===== src/rtl/bus_autoseq.sv =====
// bus_autoseq: automatic address sequencer in front of the PlayBus controller.
//   Clock/reset : CK2HZ (rising edge), n_CLR (asynchronous, active low)
//   Inputs      : RUN (async run switch), ADD_SW[3:0], FUNC_SW[2:0], GO_SW, St[1:0] (controller state)
//   Outputs     : ADD[3:0], FUNC[2:0], GO to the controller; BUSY, DONE, FAULT status
//   Build option: AUTOSEQ_WRAP_EN makes a run wrap from LAST_ADD back to FIRST_ADD instead of ending in DONE.
module bus_autoseq #(
  parameter logic [3:0] FIRST_ADD = 4'd0,
  parameter logic [3:0] LAST_ADD = 4'd15,
  parameter int TIMEOUT = 7
) (
  input  logic       CK2HZ,
  input  logic       n_CLR,
  input  logic       RUN,
  input  logic [3:0] ADD_SW,
  input  logic [2:0] FUNC_SW,
  input  logic       GO_SW,
  input  logic [1:0] St,
  output logic [3:0] ADD,
  output logic [2:0] FUNC,
  output logic       GO,
  output logic       BUSY,
  output logic       DONE,
  output logic       FAULT
);
  localparam int TW = $clog2(TIMEOUT + 1) > 3 ? $clog2(TIMEOUT + 1) : 3;
  localparam logic [2:0] S_IDLE = 3'd0;
  localparam logic [2:0] S_ARM = 3'd1;
  localparam logic [2:0] S_WAIT_END = 3'd2;
  localparam logic [2:0] S_WAIT_IDLE = 3'd3;
  localparam logic [2:0] S_STEP = 3'd4;
  localparam logic [2:0] S_DONE = 3'd5;
  localparam logic [2:0] S_ABORT = 3'd6;
  localparam logic [2:0] S_FAULT = 3'd7;
  logic [2:0] state, nxt;
  logic [3:0] addr_q, addr_d;
  logic [2:0] func_q, func_d;
  logic go_q, go_d;
  logic [TW-1:0] tmo;
  logic run_m, run_s, run_prev;
  logic idle, active, timed, tmo_hit, start;
  assign idle = state == S_IDLE;
  assign active = state inside {S_ARM, S_WAIT_END, S_WAIT_IDLE, S_STEP};
  assign timed = state inside {S_ARM, S_WAIT_END, S_WAIT_IDLE, S_ABORT};
  // tmo counts cycles already spent; firing one count early leaves the
  // state after exactly TIMEOUT cycles, as the counter reaches TIMEOUT.
  assign tmo_hit = timed && tmo == TW'(TIMEOUT - 1);
  assign start = run_s && !run_prev;
  assign ADD = idle ? ADD_SW : addr_q;
  assign FUNC = idle ? FUNC_SW : func_q;
  assign GO = idle ? GO_SW : go_q;
  assign BUSY = active;
  assign DONE = state == S_DONE;
  assign FAULT = state == S_FAULT;
  always_comb begin
    nxt = state;
    addr_d = addr_q;
    func_d = func_q;
    go_d = go_q;
    if (tmo_hit) begin
      nxt = S_FAULT;
      go_d = 1'b0;
    end else if (active && !run_s) begin
      nxt = S_ABORT;
      go_d = 1'b0;
    end else begin
      case (state)
        S_IDLE: if (start && St == 2'd0 && FUNC_SW != 3'd0) begin
          func_d = FUNC_SW;
          addr_d = FIRST_ADD;
          go_d = 1'b1;
          nxt = S_ARM;
        end
        S_ARM: begin
          go_d = 1'b1;
          nxt = St == 2'd1 ? S_WAIT_END : S_ARM;
        end
        S_WAIT_END: if (St == 2'd3) begin
          go_d = 1'b0;
          nxt = S_WAIT_IDLE;
        end
        S_WAIT_IDLE: nxt = St == 2'd0 ? S_STEP : S_WAIT_IDLE;
        S_STEP: if (addr_q == LAST_ADD) begin
`ifdef AUTOSEQ_WRAP_EN
          addr_d = FIRST_ADD;
          go_d = 1'b1;
          nxt = S_ARM;
`else
          go_d = 1'b0;
          nxt = S_DONE;
`endif
        end else begin
          addr_d = addr_q + 4'd1;
          go_d = 1'b1;
          nxt = S_ARM;
        end
        S_DONE: begin
          go_d = 1'b0;
          nxt = run_s ? S_DONE : S_IDLE;
        end
        S_ABORT: nxt = St == 2'd0 ? S_IDLE : S_ABORT;
        default: begin
          go_d = 1'b0;
          nxt = !run_s && St == 2'd0 ? S_IDLE : S_FAULT;
        end
      endcase
    end
  end
  always_ff @(posedge CK2HZ or negedge n_CLR)
    if (!n_CLR) begin
      state <= S_IDLE;
      addr_q <= FIRST_ADD;
      func_q <= 3'd0;
      go_q <= 1'b0;
      tmo <= '0;
      run_m <= 1'b0;
      run_s <= 1'b0;
      run_prev <= 1'b0;
    end else begin
      state <= nxt;
      addr_q <= addr_d;
      func_q <= func_d;
      go_q <= go_d;
      tmo <= (nxt != state || !timed) ? '0 : tmo + TW'(1);
      run_m <= RUN;
      run_s <= run_m;
      run_prev <= run_s;
    end
endmodule

===== config.mk =====
export PLATFORM = sky130hd
export DESIGN_NAME = bus_autoseq
export DESIGN_NICKNAME = d
export VERILOG_FILES = /design/src/rtl/bus_autoseq.sv
export SDC_FILE = /design/constraint.sdc
export NUM_CORES = 1
export LEC_CHECK = 0
export CAP_MARGIN = 10
export CORE_MARGIN = 3
export CORE_UTILIZATION = 30
export DETAILED_ROUTE_END_ITERATION = 10
export SLEW_MARGIN = 20
export SYNTH_ARGS = -nofsm -noshare
export SYNTH_HDL_FRONTEND = slang
export SYNTH_SLANG_ARGS = --single-unit

===== constraint.sdc =====
create_clock -name CK2HZ -period 2.22 [get_ports CK2HZ]
set_input_delay 0.666 -clock CK2HZ [delete_from_list [all_inputs] [get_ports CK2HZ]]
set_output_delay 0.666 -clock CK2HZ [all_outputs]
set_load 0.005 [all_outputs]

==> impl_metrics.toml <==
[synth]
yosysWarnings = 0
synth-edff-count = 0
synth_top_family_by_area = "simple AND/OR/NAND/NOR gates"
ys_seq_area_share_pct = 30.4
yosysTopAreaCell = "dfrtp_1"
synth_simple_gate_area_share_pct = 26.2
synth_area_um2 = 1400
avgSynthCellArea_um2 = 9.40
synth-compound-area-share_pct = 20.4
synth_xor_area_share_pct = 2.50
netlist_instances = 149
synth_fa_ha_area_share_pct = 2.68
yosysUniqueCellTypes = 55
muxShareOfSynthArea_pct = 11.2
synthFlopType = "dfrtp_1"
postSynth.asyncResetShare_pct = 100
synth.area.top_cells = "dfrtp_1 30%, mux2_2 6.4%, mux2_1 4.0%, nand2_1 2.9%, ha_1 2.7%"
yosysTopAreaCellShare_pct = 30.4
ys_ff_latch = 17
syn-num-nets = 165

[global_routing]
grt_pass1_vias = 1265
grt_max_degree = 28
antenna_found_initial = 0
grt_pass1_wl_um = 6080
track_usage_pct = 14.1
grt_overflow = 0

[setup_path]
startpoint_type = "flip-flop"
path_cells = "nor3_2 > buf_4 > buf_6 > buf_6 > mux2_4 > buf_6"
cpMaxStageDelayCell = "dfrtp_1"
reg2reg_depth = 7
r2r-end = "tmo[1]"
path_buf_inv = 4
rrSetupSlack_ns = 0.34
path_class = "reg -> out"
cp_common_cell = "buf_6"
critPathRequiredTime_ns = 1.55
crit_arrival_ns = 1.63
crit_path_max_fanout = 4
critPathMaxStageDelay_ns = 0.41
r2r_start = "state[1]"
critical_path.endpoint_type = "output pin"
crit_start = "state[1]"
cp_top_family = "buffers and inverters"

[cts]
path_clk_slew_ns = 0.07
clkSinkCount = 17
clk_latency_ns = 0.26
cts_buffer_depth = 2
cts-root-buf = "clkbuf_8"
cts_buffers = 3
htree_num_levels = 1
cts_tree = "yes"
cts_hold_buf = 0

[floorplan]
initial_core_util_pct = 31.5
die_h_um = 74.3
die_area_um2 = 5520
num_rows = 24
die_x_um = 74.3
core-area_um2 = 4440
top_level_ports = 24

[routing]
firstDrtPassIters = 4
drc = 0
ant_nets = 0
routed_wl_um = 3730
post_drt_wl_per_cell_um = 15.7
vias_per_cell = 5.43
route.vias.total = 1286
initialDrtViolationCount = 138

[sta]
timing.final.crit_period_ns = 2.29
slew_headroom_pct = 72.6
drv_slew = 0
setup_slack_ns = -0.0743
rsz0062_at_grt = "true"
finalCritPeriodShare_pct = 103
worst_pin_slew_ns = 0.411
hold_violations = 0
finalClockSkew_ns = 0.00746
fmaxAchievable_mhz = 436
final-setup-viol-count = 3

[power]
swShare_pct = 41.4
p_comb_share_pct = 66.8
leakage_uw = 0.000844
p_clk_share_pct = 11.0
power.density_nw_per_um2 = 1160
internal_power_uw = 1290
p_total_uw = 2200
peakVddDrop_mv = 0.381
p_sw_uw = 911
seq_power_share_pct = 22.2

[flow_run]
cap_violations = 0

[run_status]
status = "complete, but fails checks"
violations = "negative setup slack"

[hold_path]
min_delay_path_depth = 0
min_path_type = "reg -> reg"
hold-path-endpoint = "run_s"
hp-start = "run_m"

[layout]
nNetsFinal = 202
area_growth_syn_to_layout_pct = 35.8
nFillCells = 429
drive_gt1_share_pct = 29.7
antenna_cells = 0
stdcell_area_um2 = 1900

[placement]
hpwl_um = 2550
port_buffers = 23
postPlaceCellArea_um2 = 1710
place_congestion = 0.945
==> how the worst max path moves through the flow <==
stage | endpoint | slack, ns | cells after the start
CTS | BUSY | -0.11 | 4
global placement | tmo[1] | -0.29 | 6
floorplan | ADD[0] | 0.19 | 4
finish | ADD[2] | -0.07 | 6
global route | GO | -0.14 | 6
detailed placement | tmo[1] | -0.34 | 6
==> per-layer routing <==
layer  GRT usage (%)  up-vias  part of all wire (%)  wire length [µm]
li1                -      622                     -                 -
met5               0        -                     0                 0
met1            20.8      617                    46              1730
met2            21.4       42                    47              1760
met4            2.96        0                  0.86                32
met3            2.70        5                   5.5               205
==> power groups by stage <==
| stage | Sequential (µW) | Clock (µW) | Combinational, µW |
|---|---|---|---|
| floorplan | 467 | 0 | 907 |
| global placement | 473 | 0 | 1300 |
| detailed placement | 483 | 0 | 1320 |
| CTS | 485 | 249 | 1390 |
| global route | 501 | 262 | 1620 |
| finish | 488 | 242 | 1470 |
==> logic make-up after synthesis <==
family	after synthesis
XOR/XNOR	4
buffers and inverters	16
AO/OA/AOI/OAI	37
AND/OR/NAND/NOR	58
adder cells (fa/ha/maj)	3
flip-flops	17
multiplexers	14
==> cell usage after synthesis (2+ instances only) <==
cell      number
mux2_2         8
nand2_1       11
buf_2          6
o21a_1         3
and3_1         3
nor2b_1        3
o21ai_1        2
nand4_1        2
nand2b_1       6
clkbuf_1       2
a21oi_1        7
and4_1         2
and2_1         2
or2_1          2
xnor2_1        3
dfrtp_1       17
nor2_1         9
nand3_1        3
ha_1           3
buf_6          3
nor3_1         4
mux2_1         5
inv_1          4
nor3b_1        2
a31oi_1        2
o21ai_0        6
==> cell type report <==
type	instances	area [µm²]	share of cell area, %
clock buffer	3	41.3	2.17
clock inverter	1	5.00	0.263
inverter	4	15.0	0.789
multi-input combinational	116	930	48.9
sequential	17	425	22.4
tap	52	65.1	3.42
timing repair buffer	44	420	22.1
==> timing repair <==
action / CTS / global route
setup endpoints to repair: 21 / 13
pin swaps: 1 / 4
gates cloned: 0 / 0
setup buffers: 7 / 1
resized for setup: 49 / 16
==> through the flow <==
| step | utilization [%] | TNS, ns | std cells | worst slack, ns | hold WS (ns) |
|---|---|---|---|---|---|
| global route | 42.8 | -0.748 | 237 | -0.143 | 0.364 |
| CTS | 41.4 | -0.378 | 236 | -0.106 | 0.353 |
| finish | 42.8 | -0.217 | 237 | -0.0743 | 0.351 |
| detailed placement | 38.6 | -5.10 | 225 | -0.344 | 0.337 |
| global placement | 38.6 | -4.47 | 225 | -0.293 | 0.334 |
| floorplan | - | 0 | 149 | 0.188 | 0.331 |
==> sequential cells by signal, summed over array words and instances, names as in the netlist <==
signal	cells
state	3
go_q	1
run_s	1
tmo	3
run_prev	1
run_m	1
addr_q	4
func_q	3
==> placed cells by master, fill, tap and decap left out, types with 2 or more instances in the layout <==
cell,Yosys,final
dfrtp_1,17,17
buf_6,3,13
buf_4,1,13
nand2_1,11,11
clkdlybuf4s50_1,0,10
nor2_1,9,8
a21oi_1,7,7
mux2_4,0,7
nand2b_1,6,6
o21ai_0,6,5
mux2_1,5,5
inv_1,4,4
o21ai_1,2,3
o21a_1,3,3
nor2b_1,3,3
nor3_1,4,3
xnor2_1,3,3
ha_1,3,3
clkbuf_8,0,3
dlygate4sd2_1,0,3
or2_1,2,2
and2_1,2,2
nor3b_1,2,2
and4_1,2,2
nor3_2,1,2
a31oi_1,2,2
nand3_1,3,2
and3_1,3,2
nand4_1,2,2
dlymetal6s2s_1,0,2
buf_2,6,2
(Power assumes the default switching activity.)
==> edit (same settings) <==
Set the parameter `TIMEOUT` to 9 (it was 7).
--- a/src/rtl/bus_autoseq.sv
+++ b/src/rtl/bus_autoseq.sv
@@ -6,7 +6,7 @@
 module bus_autoseq #(
   parameter logic [3:0] FIRST_ADD = 4'd0,
   parameter logic [3:0] LAST_ADD = 4'd15,
-  parameter int TIMEOUT = 7
+  parameter int TIMEOUT = 9
 ) (
   input  logic       CK2HZ,
   input  logic       n_CLR,
Behaviour: no difference found for any inputs over 10 cycles, from zero or initial values; that may be too few to reach the edited logic, so the function may still have changed.
==> edit against the original RTL <==
The run still ends with negative setup slack left. Area after synthesis down 11%. Setup slack got worse by 0.040 ns. Global-route usage shrank 0.41 points. Sequential share of layout area grew 1.8 points. Sequential cell count is 1 higher. Cell area decreased by 2.0%. Power is 4.0% higher. Routed wire length decreased by 8.1%. Critical path type unchanged. Critical endpoint is now FUNC[1]. Highest routed layer unchanged.
==> edit: results (changes against the original RTL) <==
status=complete, but fails checks; violated checks=negative setup slack; synth unique cells=48 (-13%); first-pass GRT wire length=5370 um (-12%); post-route setup slack=-0.114 ns (-0.0397 ns); most instantiated cells after synthesis=dfrtp_1, nor2_1, mux2_2, nand2_1, nand3_1; largest net degree at the start of global routing=19 (-32%); top area cells in the synthesized netlist=dfrtp_1, mux2_2, mux2_4; r2r worst-path depth=8 (+1); Vias/cell=5.26 (-3.0%); reg-to-reg endpoint=func_q[2]; endpoints failing setup=8 (+5); All-Layer GR Usage=0.136 (-0.00411); Setup TNS Final=-0.600 ns (-0.383 ns); DP HPWL=2260 um (-11%); syn_nets=142 (-14%); share of layout cells above drive strength 1=0.383 (+0.0856); placed cell area=0.00160 mm2 (-6.4%); skew final=0.00558 ns (-0.00188 ns); routability cong.=0.880 (-6.9%); routed vias=1174 (-8.7%); family with the most delay on the worst path=flip-flops; initial drt markers=54 (-61%); Max FO, Critical Path=3 (-1); Seq/Total Area, Yosys=0.363 (+0.0591); R2R Setup Slk=0.03 ns (-0.31 ns); DR pass1 iterations=6 (+2); vias in the first global route=1127 (-11%); syn_area_per_cell=9.85 um2 (+4.8%); crit path DAT=1.67 ns (+0.04 ns); reg2reg start=state[2]; Final #Nets=192 (-5.0%)
edit: worst max path at each step:
stage / cells past startpoint / slack, ns / endpoint
floorplan: 6 / 0.10 / tmo[0]
global placement: 6 / -0.32 / tmo[2]
detailed placement: 7 / -0.39 / tmo[2]
CTS: 4 / -0.15 / FUNC[2]
global route: 5 / -0.16 / ADD[2]
finish: 5 / -0.11 / FUNC[1]
edit: final cells by class:
cell class,count,area [um2]
Fill cell,361,1960
Tap cell,48,60.1
Clock buffer,4,55.1
Multi-Input combinational cell,98,808
Timing Repair Buffer,51,474
Sequential cell,18,450
Inverter,4,15.0
edit: repair_timing:
item | in CTS | in global routing
setup buffers | 6 | 5
gates cloned | 2 | 0
gates resized for setup | 52 | 14
pin swaps | 6 | 4
endpoints found under the setup margin | 18 | 12
edit: cell families after synthesis:
group,count (synthesis),synth area share
buffers and inverters,11,0.0504
and+or+nand+nor,46,0.212
AOI/OAI and AO/OA,33,0.208
adders and majority gates,3,0.0302
DFF,18,0.363
muxes,11,0.109
xor gates and xnor gates,4,0.0282
edit: power by group:
group | switching (mW) | internal, mW
Combinational | 0.669 | 0.835
Clock | 0.115 | 0.158
Sequential | 0.0899 | 0.421
edit: metal layers:
layer | part of all wire | GRT usage
met5 | 0 | 0
met4 | 0.020 | 0.0702
met3 | 0.039 | 0.0187
met2 | 0.47 | 0.213
met1 | 0.47 | 0.182
edit: per-stage QoR:
stage | utilization | hold WS (ns) | setup WS, ns
2_1_floorplan | - | 0.331 | 0.103
3_3_place_gp | 0.419 | 0.346 | -0.317
3_5_place_dp | 0.419 | 0.343 | -0.386
4_1_cts | 0.459 | 0.369 | -0.149
5_1_grt | 0.487 | 0.376 | -0.164
6_report | 0.487 | 0.361 | -0.114
